<file path="config.mk">
export PLATFORM = sky130hd
export DESIGN_NAME = uart_rx_frontend_flat
export DESIGN_NICKNAME = d
export VERILOG_FILES = /design/src/rtl/uart_rx_frontend_pkg.sv /design/src/rtl/uart_rx_frontend_if.sv /design/src/rtl/uart_rx_frontend_byte_fifo.sv /design/src/rtl/uart_rx_frontend.sv /design/src/flat_wrapper.sv
export SDC_FILE = /design/constraint.sdc
export NUM_CORES = 1
export LEC_CHECK = 0
export ABC_AREA = 1
export CAP_MARGIN = 30
export CELL_PAD_IN_SITES_DETAIL_PLACEMENT = 0
export CELL_PAD_IN_SITES_GLOBAL_PLACEMENT = 2
export CORE_MARGIN = 2
export CORE_UTILIZATION = 39
export CTS_BUF_LIST = sky130_fd_sc_hd__clkbuf_8 sky130_fd_sc_hd__clkbuf_16
export DETAILED_ROUTE_END_ITERATION = 12
export GPL_ROUTABILITY_DRIVEN = 0
export PLACE_DENSITY_LB_ADDON = 0.25
export SLEW_MARGIN = 15
export SYNTH_ARGS = -nofsm -noshare
export SYNTH_HDL_FRONTEND = slang
export SYNTH_SLANG_ARGS = --single-unit
</file>
<file path="constraint.sdc">
create_clock -name clk -period 4.1 [get_ports clk]
set_input_delay 0.615 -clock clk [delete_from_list [all_inputs] [get_ports clk]]
set_output_delay 0.615 -clock clk [all_outputs]
set_load 0.01 [all_outputs]
</file>
<file path="src/rtl/uart_rx_frontend_pkg.sv">
// uart_rx_frontend_pkg: definitions shared by the UART receive front end and
// the debug-core decoder that sits downstream of it: default bit timing,
// debug opcodes and the receiver FSM state encoding.
// Optional feature macro: UART_RX_PARITY_EN (adds the PARITY state, 8E1).

`ifndef UART_CLKS_PER_BIT
`define UART_CLKS_PER_BIT 868
`endif

package uart_rx_frontend_pkg;

    // 100 MHz system clock, 115200 baud.
    localparam int unsigned DEFAULT_CLKS_PER_BIT = `UART_CLKS_PER_BIT;

    // Debug protocol opcodes, decoded downstream of this block.
    localparam logic [7:0] OP_PING    = 8'h01;
    localparam logic [7:0] OP_PAUSE   = 8'h02;
    localparam logic [7:0] OP_RESUME  = 8'h03;
    localparam logic [7:0] OP_NEXT    = 8'h04;
    localparam logic [7:0] OP_PROGRAM = 8'h05;
    localparam logic [7:0] OP_OK      = 8'h06;
    localparam logic [7:0] OP_SIGNAL  = 8'h07;

    // Receiver FSM states.
    typedef enum logic [2:0] {
        ST_IDLE      = 3'd0,
        ST_START     = 3'd1,
        ST_DATA      = 3'd2,
`ifdef UART_RX_PARITY_EN
        ST_PARITY    = 3'd3,
`endif
        ST_STOP      = 3'd4,
        ST_GAP       = 3'd5,
        ST_WAIT_HIGH = 3'd6
    } rx_state_e;

endpackage

</file>
<file path="src/rtl/uart_rx_frontend_if.sv">
// uart_rx_frontend_if: valid/ready byte stream from the UART receiver to
// the opcode/program decoder. The receiver is the master (source).

interface uart_rx_frontend_if;
    logic [7:0] rx_data;
    logic       rx_valid;
    logic       rx_ready;

    modport master (output rx_data, output rx_valid, input rx_ready);
    modport slave  (input rx_data, input rx_valid, output rx_ready);
endinterface

</file>
<file path="src/rtl/uart_rx_frontend_byte_fifo.sv">
// byte_fifo: synchronous first-word-fall-through FIFO. The head entry is
// visible on rd_data_o whenever the FIFO is non-empty (zero while empty).
// A push into a full FIFO succeeds only if a pop happens in the same cycle.

module byte_fifo #(
    parameter  int unsigned DEPTH = 4,
    parameter  int unsigned WIDTH = 8,
    localparam int unsigned AW    = $clog2(DEPTH),
    localparam int unsigned CW    = AW + 1
) (
    input  logic             clk,
    input  logic             rst,
    input  logic             push_i,
    input  logic [WIDTH-1:0] push_data_i,
    input  logic             pop_i,
    output logic [WIDTH-1:0] rd_data_o,
    output logic             full_o,
    output logic             empty_o,
    output logic [CW-1:0]    count_o
);

    logic [WIDTH-1:0] mem_q [DEPTH];
    logic [AW-1:0]    wr_ptr_q, wr_ptr_d;
    logic [AW-1:0]    rd_ptr_q, rd_ptr_d;
    logic [CW-1:0]    count_q,  count_d;
    logic             do_push;
    logic             do_pop;

    assign empty_o   = (count_q == '0);
    assign full_o    = (count_q == CW'(DEPTH));
    assign count_o   = count_q;
    assign rd_data_o = empty_o ? '0 : mem_q[rd_ptr_q];

    // Qualify requests and compute the next pointer/occupancy values.
    always_comb begin
        do_pop   = pop_i & ~empty_o;
        do_push  = push_i & (~full_o | do_pop);
        wr_ptr_d = do_push ? wr_ptr_q + AW'(1) : wr_ptr_q;
        rd_ptr_d = do_pop  ? rd_ptr_q + AW'(1) : rd_ptr_q;
        count_d  = count_q + CW'(do_push) - CW'(do_pop);
    end

    // Pointer and occupancy registers; pointers wrap at the power-of-two depth.
    always_ff @(posedge clk) begin
        if (rst) begin
            wr_ptr_q <= '0;
            rd_ptr_q <= '0;
            count_q  <= '0;
        end else begin
            wr_ptr_q <= wr_ptr_d;
            rd_ptr_q <= rd_ptr_d;
            count_q  <= count_d;
        end
    end

    // Storage write.
    // NOTE: the array is deliberately not reset; stale entries are never
    // visible because occupancy gates both the read data and the pointers.
    always_ff @(posedge clk) begin
        if (do_push) begin
            mem_q[wr_ptr_q] <= push_data_i;
        end
    end

endmodule

</file>
<file path="src/rtl/uart_rx_frontend.sv">
// uart_rx_frontend: UART receiver feeding the debug-core decoder.
// Synchronises the raw line, deserialises LSB-first frames, buffers bytes
// in a FWFT FIFO and flags framing errors, overflow and end-of-burst idle.
// Build option: define UART_RX_PARITY_EN for 8E1 framing (default 8N1).

module uart_rx_frontend
    import uart_rx_frontend_pkg::*;
#(
    parameter int unsigned CLKS_PER_BIT = DEFAULT_CLKS_PER_BIT,
    parameter int unsigned CNT_WIDTH    = 10,
    parameter int unsigned FIFO_DEPTH   = 4
) (
    input  logic                          clk,
    input  logic                          rst,
    input  logic                          uart_rx,
    uart_rx_frontend_if.master            rx_bus,
    output logic                          frame_gap,
    output logic                          frame_err,
    output logic                          overflow,
    output logic [$clog2(FIFO_DEPTH):0]   fifo_count
);

    localparam logic [CNT_WIDTH-1:0] CNT_BIT_END  = CNT_WIDTH'(CLKS_PER_BIT - 1);
    localparam logic [CNT_WIDTH-1:0] CNT_HALF_END = CNT_WIDTH'(CLKS_PER_BIT / 2 - 1);

    logic                 sync1_q;
    logic                 rx_s_q;
    rx_state_e            state_q,   state_d;
    logic [CNT_WIDTH-1:0] cnt_q,     cnt_d;
    logic [2:0]           bit_idx_q, bit_idx_d;
    logic [7:0]           shift_q,   shift_d;
    logic                 push_q,    push_d;
    logic                 gap_q,     gap_d;
    logic                 err_q,     err_d;
    logic                 ovf_q,     ovf_d;
`ifdef UART_RX_PARITY_EN
    logic                 parity_bad_q, parity_bad_d;
`endif

    logic                 fifo_full;
    logic                 fifo_empty;

    // Two-flop synchroniser on the asynchronous serial line; idles high.
    // NOTE: flops use non-blocking assignment so rx_s_q sees the old sync1_q.
    always_ff @(posedge clk) begin
        if (rst) begin
            sync1_q <= 1'b1;
            rx_s_q  <= 1'b1;
        end else begin
            sync1_q <= uart_rx;
            rx_s_q  <= sync1_q;
        end
    end

    // Next-state logic: bit timing, sampling and event generation.
    // NOTE: every output gets a default first so no path infers a latch.
    always_comb begin
        state_d   = state_q;
        cnt_d     = cnt_q + CNT_WIDTH'(1);
        bit_idx_d = bit_idx_q;
        shift_d   = shift_q;
        push_d    = 1'b0;
        gap_d     = 1'b0;
        err_d     = 1'b0;
`ifdef UART_RX_PARITY_EN
        parity_bad_d = parity_bad_q;
`endif
        unique case (state_q)
            ST_IDLE: begin
                cnt_d = '0;
                if (!rx_s_q) state_d = ST_START;
            end
            ST_START: begin
                // Mid-start-bit check rejects short glitches.
                if (cnt_q == CNT_HALF_END) begin
                    cnt_d     = '0;
                    bit_idx_d = '0;
                    state_d   = rx_s_q ? ST_IDLE : ST_DATA;
                end
            end
            ST_DATA: begin
                if (cnt_q == CNT_BIT_END) begin
                    cnt_d            = '0;
                    shift_d[bit_idx_q] = rx_s_q;
                    bit_idx_d        = bit_idx_q + 3'd1;
                    if (bit_idx_q == 3'd7) begin
`ifdef UART_RX_PARITY_EN
                        state_d = ST_PARITY;
`else
                        state_d = ST_STOP;
`endif
                    end
                end
            end
`ifdef UART_RX_PARITY_EN
            ST_PARITY: begin
                // Even parity: data bits plus parity bit must XOR to zero.
                if (cnt_q == CNT_BIT_END) begin
                    cnt_d        = '0;
                    parity_bad_d = rx_s_q ^ (^shift_q);
                    state_d      = ST_STOP;
                end
            end
`endif
            ST_STOP: begin
                if (cnt_q == CNT_BIT_END) begin
                    cnt_d = '0;
                    if (!rx_s_q) begin
                        err_d   = 1'b1;
                        state_d = ST_WAIT_HIGH;
`ifdef UART_RX_PARITY_EN
                    end else if (parity_bad_q) begin
                        err_d   = 1'b1;
                        state_d = ST_IDLE;
`endif
                    end else begin
                        push_d  = 1'b1;
                        state_d = ST_GAP;
                    end
                end
            end
            ST_GAP: begin
                // A new start bit before a full idle bit-time means the
                // burst continues, so no gap is reported.
                if (!rx_s_q) begin
                    cnt_d   = '0;
                    state_d = ST_START;
                end else if (cnt_q == CNT_BIT_END) begin
                    cnt_d   = '0;
                    gap_d   = 1'b1;
                    state_d = ST_IDLE;
                end
            end
            ST_WAIT_HIGH: begin
                // Held here through a break so it yields only one error.
                cnt_d = '0;
                if (rx_s_q) state_d = ST_IDLE;
            end
            default: begin
                cnt_d   = '0;
                state_d = ST_IDLE;
            end
        endcase
    end

    // Overflow: a completed byte meets a full FIFO that is not being popped.
    always_comb begin
        ovf_d = push_q & fifo_full & ~(rx_bus.rx_ready & ~fifo_empty);
    end

    // FSM, datapath and registered event pulses.
    always_ff @(posedge clk) begin
        if (rst) begin
            state_q   <= ST_IDLE;
            cnt_q     <= '0;
            bit_idx_q <= '0;
            shift_q   <= '0;
            push_q    <= 1'b0;
            gap_q     <= 1'b0;
            err_q     <= 1'b0;
            ovf_q     <= 1'b0;
`ifdef UART_RX_PARITY_EN
            parity_bad_q <= 1'b0;
`endif
        end else begin
            state_q   <= state_d;
            cnt_q     <= cnt_d;
            bit_idx_q <= bit_idx_d;
            shift_q   <= shift_d;
            push_q    <= push_d;
            gap_q     <= gap_d;
            err_q     <= err_d;
            ovf_q     <= ovf_d;
`ifdef UART_RX_PARITY_EN
            parity_bad_q <= parity_bad_d;
`endif
        end
    end

    // The assembled byte stays in shift_q until the next frame's data
    // phase, so it is still intact in the push cycle.
    byte_fifo #(
        .DEPTH (FIFO_DEPTH),
        .WIDTH (8)
    ) u_fifo (
        .clk         (clk),
        .rst         (rst),
        .push_i      (push_q),
        .push_data_i (shift_q),
        .pop_i       (rx_bus.rx_ready),
        .rd_data_o   (rx_bus.rx_data),
        .full_o      (fifo_full),
        .empty_o     (fifo_empty),
        .count_o     (fifo_count)
    );

    assign rx_bus.rx_valid = ~fifo_empty;
    assign frame_gap       = gap_q;
    assign frame_err       = err_q;
    assign overflow        = ovf_q;

endmodule

</file>
<file path="src/flat_wrapper.sv">
// flat-port wrapper written by rule: the top's interface ports become plain ports
module uart_rx_frontend_flat import uart_rx_frontend_pkg::*;
#(
    parameter int unsigned CLKS_PER_BIT = DEFAULT_CLKS_PER_BIT,
    parameter int unsigned CNT_WIDTH    = 10,
    parameter int unsigned FIFO_DEPTH   = 4
)
  (clk, rst, uart_rx, frame_gap, frame_err, overflow, fifo_count, rx_bus_rx_data, rx_bus_rx_valid, rx_bus_rx_ready);
  uart_rx_frontend_if rx_bus_i ();
  input  logic clk;
  input  logic rst;
  input  logic uart_rx;
  output logic frame_gap;
  output logic frame_err;
  output logic overflow;
  output logic [$clog2(FIFO_DEPTH):0] fifo_count;
  output wire logic [$bits(rx_bus_i.rx_data)-1:0] rx_bus_rx_data;
  output wire logic [$bits(rx_bus_i.rx_valid)-1:0] rx_bus_rx_valid;
  input wire logic [$bits(rx_bus_i.rx_ready)-1:0] rx_bus_rx_ready;
  assign rx_bus_rx_data = rx_bus_i.rx_data;
  assign rx_bus_rx_valid = rx_bus_i.rx_valid;
  assign rx_bus_i.rx_ready = rx_bus_rx_ready;
  uart_rx_frontend #(.CLKS_PER_BIT(CLKS_PER_BIT), .CNT_WIDTH(CNT_WIDTH), .FIFO_DEPTH(FIFO_DEPTH)) u_core (.clk(clk), .rst(rst), .uart_rx(uart_rx), .rx_bus(rx_bus_i), .frame_gap(frame_gap), .frame_err(frame_err), .overflow(overflow), .fifo_count(fifo_count));
endmodule
</file>
# --- Word level (Yosys, flattened, before mapping) ---
# Memory sizes are Yosys's and may differ from the RTL's. A register that Yosys moved wholly into a read port is not among the register bits.
# Cells that the tools add are included.
totals:
  reg_bits: 37
  mem_bits_rw: 32
  inputBits: 4
  output_inout_bits: 15
  word_cells: 89
  mem_count: 1
op_classes:
  addsub: 6
  n_lt_le_gt_ge: 2
  eq_ne: 16
  mux: 29
  n_bitwise: 12
  reduce_logical: 10
mem_list:
  columns: ["name", "depth", "width", "read_ports", "rd_ports_with_merged_regs", "wr", "line", "rtl"]
  rows:
  - ["u_core.u_fifo.mem_q", 4, 8, 1, 1, 1, "uart_rx_frontend_byte_fifo.sv:22", "logic [WIDTH-1:0] mem_q [DEPTH];"]
op_table:
  columns: ["op", "n"]
  rows:
  - ["$mux W10", 3]
  - ["$mux W3", 10]
  - ["$pmux W10 S3", 1]
  - ["$pmux W3 S6", 1]
  - ["$eq A3 B3 Y1 const B", 5]
  - ["$add A10 B1 Y10 const B", 1]
  - ["$eq A10 B10 Y1 const B", 1]
  - ["$eq A10 B9 Y1 const B", 1]
  - ["$ne A2 B1 Y1 const B", 5]
  - ["$bwmux W8", 1]
  - ["$mux W2", 4]
  - ["$mux W8", 1]
  - ["$not A1 Y1", 7]
  - ["$reduce_and A7 Y1", 1]
  - ["$logic_not A3 Y1", 2]
  - ["$mux W1", 6]
  - ["$pmux W3 S2", 1]
  - ["$reduce_or A3 Y1", 2]
  - ["$add A2 B1 Y2 const B", 2]
  - ["$and A1 B1 Y1", 4]
  - ["$lt A3 B4 Y1 const B", 1]
  - ["$add A3 B1 Y3", 1]
  - ["$add A3 B1 Y3 const B", 1]
  - ["$demux W1 S3", 1]
  - ["12 further kinds", 12]

# --- Logic depth before layout (Yosys ltp) ---
logic_depth:
  word_depth: 7
  depth_mapped: 12
  depth_no_buf: 11

# --- By module ---
# A second synthesis with hierarchy kept.
hier_totals:
  hier_cells: 373
  area_unflattened_um2: 3295.7
by_module_without_submodules:
  columns: ["mod", "n_inst", "cells_each", "area_per_inst_um2", "seq_area_each_um2"]
  rows:
  - ["byte_fifo", 1, 163, 1790.5, 1141.1]
  - ["uart_rx_frontend", 1, 210, 1505.2, 600.6]

# --- Worst setup path after synthesis ---
# Ideal clock, no wire load.
synth_timing:
  kind: "register to register"
  start: "reg u_core.u_fifo.count_q[2] (netlist: u_core.u_fifo.count_o[2])"
  end: "reg u_core.u_fifo.count_q[2] (netlist: u_core.u_fifo.count_o[2])"
  setup_ns: 0.126
  t_arrival_ns: 1.951
  t_required_ns: 3.974
  setup_slack_ns: 2.022
  path_stages_with_launch: 9
  n_path_buf: 0
  synth_period_minus_slack_ns: 2.078
  cell_sequence: "dfxtp_1 nor3_2 nor2_2 ha_1 inv_1 ha_1 fa_1 xnor2_1 nor2_1"
synth_between:
  elab_chain_cells: 7
  word_cells_on_any_way: 9
  cone_classes: "2 x add/sub; 1 x eq/ne; 5 x bitwise; 1 x reduce/logical"
synth_lines:
  columns: ["item", "line", "rtl"]
  rows:
  - ["from (decl)", "uart_rx_frontend_byte_fifo.sv:25", "logic [CW-1:0] count_q, count_d;"]
  - ["from (signal assigned)", "uart_rx_frontend_byte_fifo.sv:52", "count_q <= count_d;"]
  - ["$logic_not A3 Y1 *", "uart_rx_frontend_byte_fifo.sv:29", "assign empty_o = (count_q == '0);"]
  - ["$not A1 Y1 *", "uart_rx_frontend_byte_fifo.sv:36", "do_pop = pop_i & ~empty_o;"]
  - ["$and A1 B1 Y1 *", "uart_rx_frontend_byte_fifo.sv:36", null]
  - ["net u_core.u_fifo.do_pop", "uart_rx_frontend_byte_fifo.sv:27", "logic do_pop;"]
  - ["$or A1 B1 Y1", "uart_rx_frontend_byte_fifo.sv:37", "do_push = push_i & (~full_o | do_pop);"]
  - ["$and A1 B1 Y1", "uart_rx_frontend_byte_fifo.sv:37", null]
  - ["$add A3 B1 Y3", "uart_rx_frontend_byte_fifo.sv:40", "count_d = count_q + CW'(do_push) - CW'(do_pop);"]
  - ["$sub A3 B1 Y3 *", "uart_rx_frontend_byte_fifo.sv:40", null]
# The timed path passes the listed nets; every way through them passes the cells marked *.
# A chain may end at the register's enable or synchronous reset.

==> results_tabular.tex <==
\begin{tabular}{lr}
\hline
Metric & Value \\
\hline
\multicolumn{2}{l}{\textbf{Logic synthesis}} \\
Flops \& latches, synth & 71 \\
Number of library cell types mapped by synthesis & 28 \\
Share of the yosys chip area belonging to registers & 0.550 \\
Synth top area cells & sky130\_fd\_sc\_hd\_\_edfxtp\_1, sky130\_fd\_sc\_hd\_\_dfxtp\_1, sky130\_fd\_sc\_hd\_\_nor2\_1, sky130\_fd\_sc\_hd\_\_nand2\_1, sky130\_fd\_sc\_hd\_\_inv\_1 \\
Net count after synthesis & 377 \\
EDFF count, synth & 32 \\
Leading cell type by number of instances after synthesis & sky130\_fd\_sc\_hd\_\_nor2\_1 \\
Largest family of logic cells by synthesized area & simple AND/OR/NAND/NOR gates \\
Area fraction of the dominant cell type after synthesis & 0.303 \\
Predominant post-synthesis flop cell & sky130\_fd\_sc\_hd\_\_dfxtp\_1 \\
Parity-gate share of the synthesized area counting xor and xnor cells & 0.0221 \\
Area fraction in compound gates after synthesis & 0.0790 \\
Share of cell area taken by muxes after synthesis & 0 \\
Cell taking the most area after synthesis & sky130\_fd\_sc\_hd\_\_edfxtp\_1 \\
Post-synthesis share of cell area spent on full adders, half adders and majority gates & 0.0458 \\
Synthesized area & 0.00317 sq mm \\
Syn\_area\_per\_cell & 8.75 sq um \\
Proportion of synthesized flip-flops having asynchronous set or reset & 0 \\
Synthesis Warnings & 0 \\
Most used standard cells in the synthesized netlist & sky130\_fd\_sc\_hd\_\_nor2\_1, sky130\_fd\_sc\_hd\_\_nand2\_1, sky130\_fd\_sc\_hd\_\_inv\_1 \\
Number of instances in the synthesized netlist & 362 \\
Simple logic cell fraction of the synthesized area & 0.236 \\
\multicolumn{2}{l}{\textbf{STA}} \\
Worst Skew & 0.00933 ns \\
Relative slew slack & 0.471 \\
Least-Margin Pin Slew & 0.790 ns \\
Count of final hold-check violations & 0 \\
Maximum frequency from static timing analysis & 0.350 GHz \\
Share of the clock period used by the worst path after layout & 0.698 \\
Pins Over Slew Limit & 0 \\
Total Neg Setup Slack & 0 ns \\
Final setup fails & 0 \\
Minimum period implied by the final worst setup slack & 2.86 ns \\
Final hold slack & 0.410 ns \\
Setup repair after global routing missed its margin & false \\
\multicolumn{2}{l}{\textbf{Routing}} \\
TritonRoute pass-1 iters & 4 \\
Drt first-iter violations & 92 \\
Final wirelength & 5920 um \\
Routed wire per std cell & 12.1 um \\
Remaining number of nets flagged by the antenna check after routing & 0 \\
DRC viols & 0 \\
Vias post-DR & 2226 \\
Per-cell via count in the routed design & 4.55 \\
\multicolumn{2}{l}{\textbf{Clock tree}} \\
Clock-pin transition on the worst setup and hold timing paths & 0.07 ns \\
CTS Root Cell & sky130\_fd\_sc\_hd\_\_clkbuf\_8 \\
Number of buffers inserted during clock tree synthesis & 9 \\
Post-CTS sizing & 0 \\
Sink Count & 71 \\
Post-CTS Repair Setup Buffers & 0 \\
Max clock buf depth & 2 \\
Number of hold buffers added after cts & 0 \\
Number of H-tree branching levels & 3 \\
Worst-Skew Late Latency & 0.34 ns \\
Clock tree from TritonCTS & done \\
\multicolumn{2}{l}{\textbf{Status}} \\
Outcome & finished, final reports clean \\
\multicolumn{2}{l}{\textbf{Critical path}} \\
Critical path endpoint category & output port \\
Cells along the critical path & inv\_2 > o21ai\_0 > a21oi\_1 > clkdlybuf4s50\_1 \\
Worst reg-to-reg path cell count & 8 \\
Top fanout value on the critical path & 17 \\
Source of the worst register-to-register timing path & u\_core.u\_fifo.count\_o[2] \\
Crit start category & flop \\
Longest individual stage delay on the worst path & 0.74 ns \\
Worst endpoint required time & 3.48 ns \\
Arrival time of the worst setup path & 2.25 ns \\
Kind of critical path & reg -> out \\
Worst-path cell with the longest stage delay & sky130\_fd\_sc\_hd\_\_dfxtp\_1 \\
Worst flop-to-flop path endpoint & u\_core.u\_fifo.count\_o[2] \\
Worst R2R Setup Slack & 1.69 ns \\
\multicolumn{2}{l}{\textbf{Min path}} \\
Worst Hold Endpoint & u\_core.rx\_s\_q \\
Worst hold path stage count & 1 \\
Hold Startpoint & u\_core.sync1\_q \\
Hold Path Class & reg -> reg \\
\multicolumn{2}{l}{\textbf{Die}} \\
Initial cell density of the core & 0.406 \\
Die Y & 94.1 um \\
Area of the die & 0.00886 sq mm \\
Number of placed I/O pins & 19 \\
Total number of placement rows & 32 \\
Core outline area & 0.00781 sq mm \\
Overall die width & 94.1 um \\
\multicolumn{2}{l}{\textbf{Power}} \\
Leakage power total & 1.50 nW \\
Max rail drop VDD & 0.000323 V \\
PD cells & 529 mW/mm\^{}2 \\
Total power of the final layout & 1.90 mW \\
\multicolumn{2}{l}{\textbf{GRT}} \\
GRT Residual Overflow & 0 \\
Antenna violations before repair & 0 \\
All-layer global routing usage & 0.150 \\
Wire length of the first global-routing pass & 10200 um \\
Maximum number of pins on one net before global-route repair & 19 \\
Vias in the first global route & 2071 \\
\multicolumn{2}{l}{\textbf{Placement}} \\
Placed Instance Area & 0.00344 sq mm \\
Number of buffer cells added on primary ports & 18 \\
Detail Placement HPWL & 4150 um \\
\multicolumn{2}{l}{\textbf{Layout}} \\
Final nets & 398 \\
Synth-to-layout area growth & 13.3\% \\
Total of fill cells in the finished design & 750 \\
Fraction of layout instances using a drive strength above 1 & 0.0879 \\
Final design area excluding fillers & 0.00359 sq mm \\
Antenna diode count & 0 \\
\multicolumn{2}{l}{\textbf{Run}} \\
Max-capacitance violation count & 0 \\
\hline
\end{tabular}
## placed cells by master, fill, tap and decap left out, drive strengths merged
cell type,instances
clkdlybuf4s50,18
a21oi,21
nand2,51
nand4,4
or2,3
nor3,6
xnor2,3
o21ai,29
edfxtp,32
inv,49
nor2,86
ha,10
clkinvlp,1
nand3,17
fa,1
dfxtp,39
clkinv,2
xor2,5
nor3b,1
clkbuf,9
## report_power, final
part	total [mW]	internal, mW	switching (mW)
Clock	0.457	0.209	0.247
Sequential	0.852	0.774	0.0780
Combinational	0.592	0.243	0.349
## routing by layer
metal	up-vias	part of all wire	global-route usage
li1	1205	-	-
met2	31	0.46	0.243
met3	6	0.025	0.0313
met1	984	0.50	0.193
met4	0	0.011	0.0652
met5	-	0	0
## worst max-delay path by stage
| stage | start | to | slack [ns] | depth (start not counted) |
|---|---|---|---|---|
| after floorplan | u_core.u_fifo.count_o[2] | u_core.u_fifo.count_o[2] | 2.02 | 8 |
| after global placement | rx_bus_rx_ready | u_core.u_fifo.count_o[2] | 1.45 | 10 |
| after detailed placement | rx_bus_rx_ready | u_core.u_fifo.count_o[2] | 1.41 | 10 |
| after CTS | flop | rx_bus_rx_data[0] | 1.23 | 4 |
| after global routing | flop | rx_bus_rx_data[0] | 1.11 | 4 |
| final | flop | rx_bus_rx_data[0] | 1.24 | 4 |
## critical path, delay by kind of cell, from the launching register on
| family | cells | cell delay (ns) |
|---|---|---|
| AO/OA/AOI/OAI | 2 | 0.39 |
| buffers and inverters | 2 | 0.78 |
| flip-flops | 1 | 0.74 |
## metrics by stage
| stage | std cells | util | setup slack [ns] |
|---|---|---|---|
| finish | 489 | 0.460 | 1.24 |
| CTS | 489 | 0.460 | 1.23 |
| floorplan | 362 | - | 2.02 |
| global route | 489 | 0.460 | 1.11 |
| detailed placement | 474 | 0.440 | 1.41 |
| global placement | 474 | 0.440 | 1.45 |
## cell families (layout without fill, tap and decap cells)
logic type / after synthesis / count (layout)
and+or+nand+nor: 168 / 168
DFF: 71 / 71
buffers and inverters: 54 / 79
AOI/OAI and AO/OA: 50 / 50
adders and majority gates: 11 / 11
xor gates and xnor gates: 8 / 8
## sequential cells by signal (all words and copies together), names as in the netlist, 2 cells and up, named ones only
signal	cells
u_core.u_fifo.rd_ptr_q	2
u_core.state_q	3
u_core.u_fifo.count_o	3
u_core.bit_idx_q	3
u_core.u_fifo.wr_ptr_q	2
u_core.cnt_q	10
u_core.u_fifo.mem_q	32
u_core.shift_q	8
## cell type report
cell class | count | area [sq um] | share of cell area
Tap cell | 102 | 128 | 0.0355
Inverter | 46 | 173 | 0.0481
Clock buffer | 9 | 124 | 0.0345
Sequential cell | 71 | 1740 | 0.485
Timing Repair Buffer | 18 | 180 | 0.0502
Multi-Input combinational cell | 237 | 1210 | 0.338
Clock inverter | 6 | 32.5 | 0.00906
(Power assumes the default switching activity.)
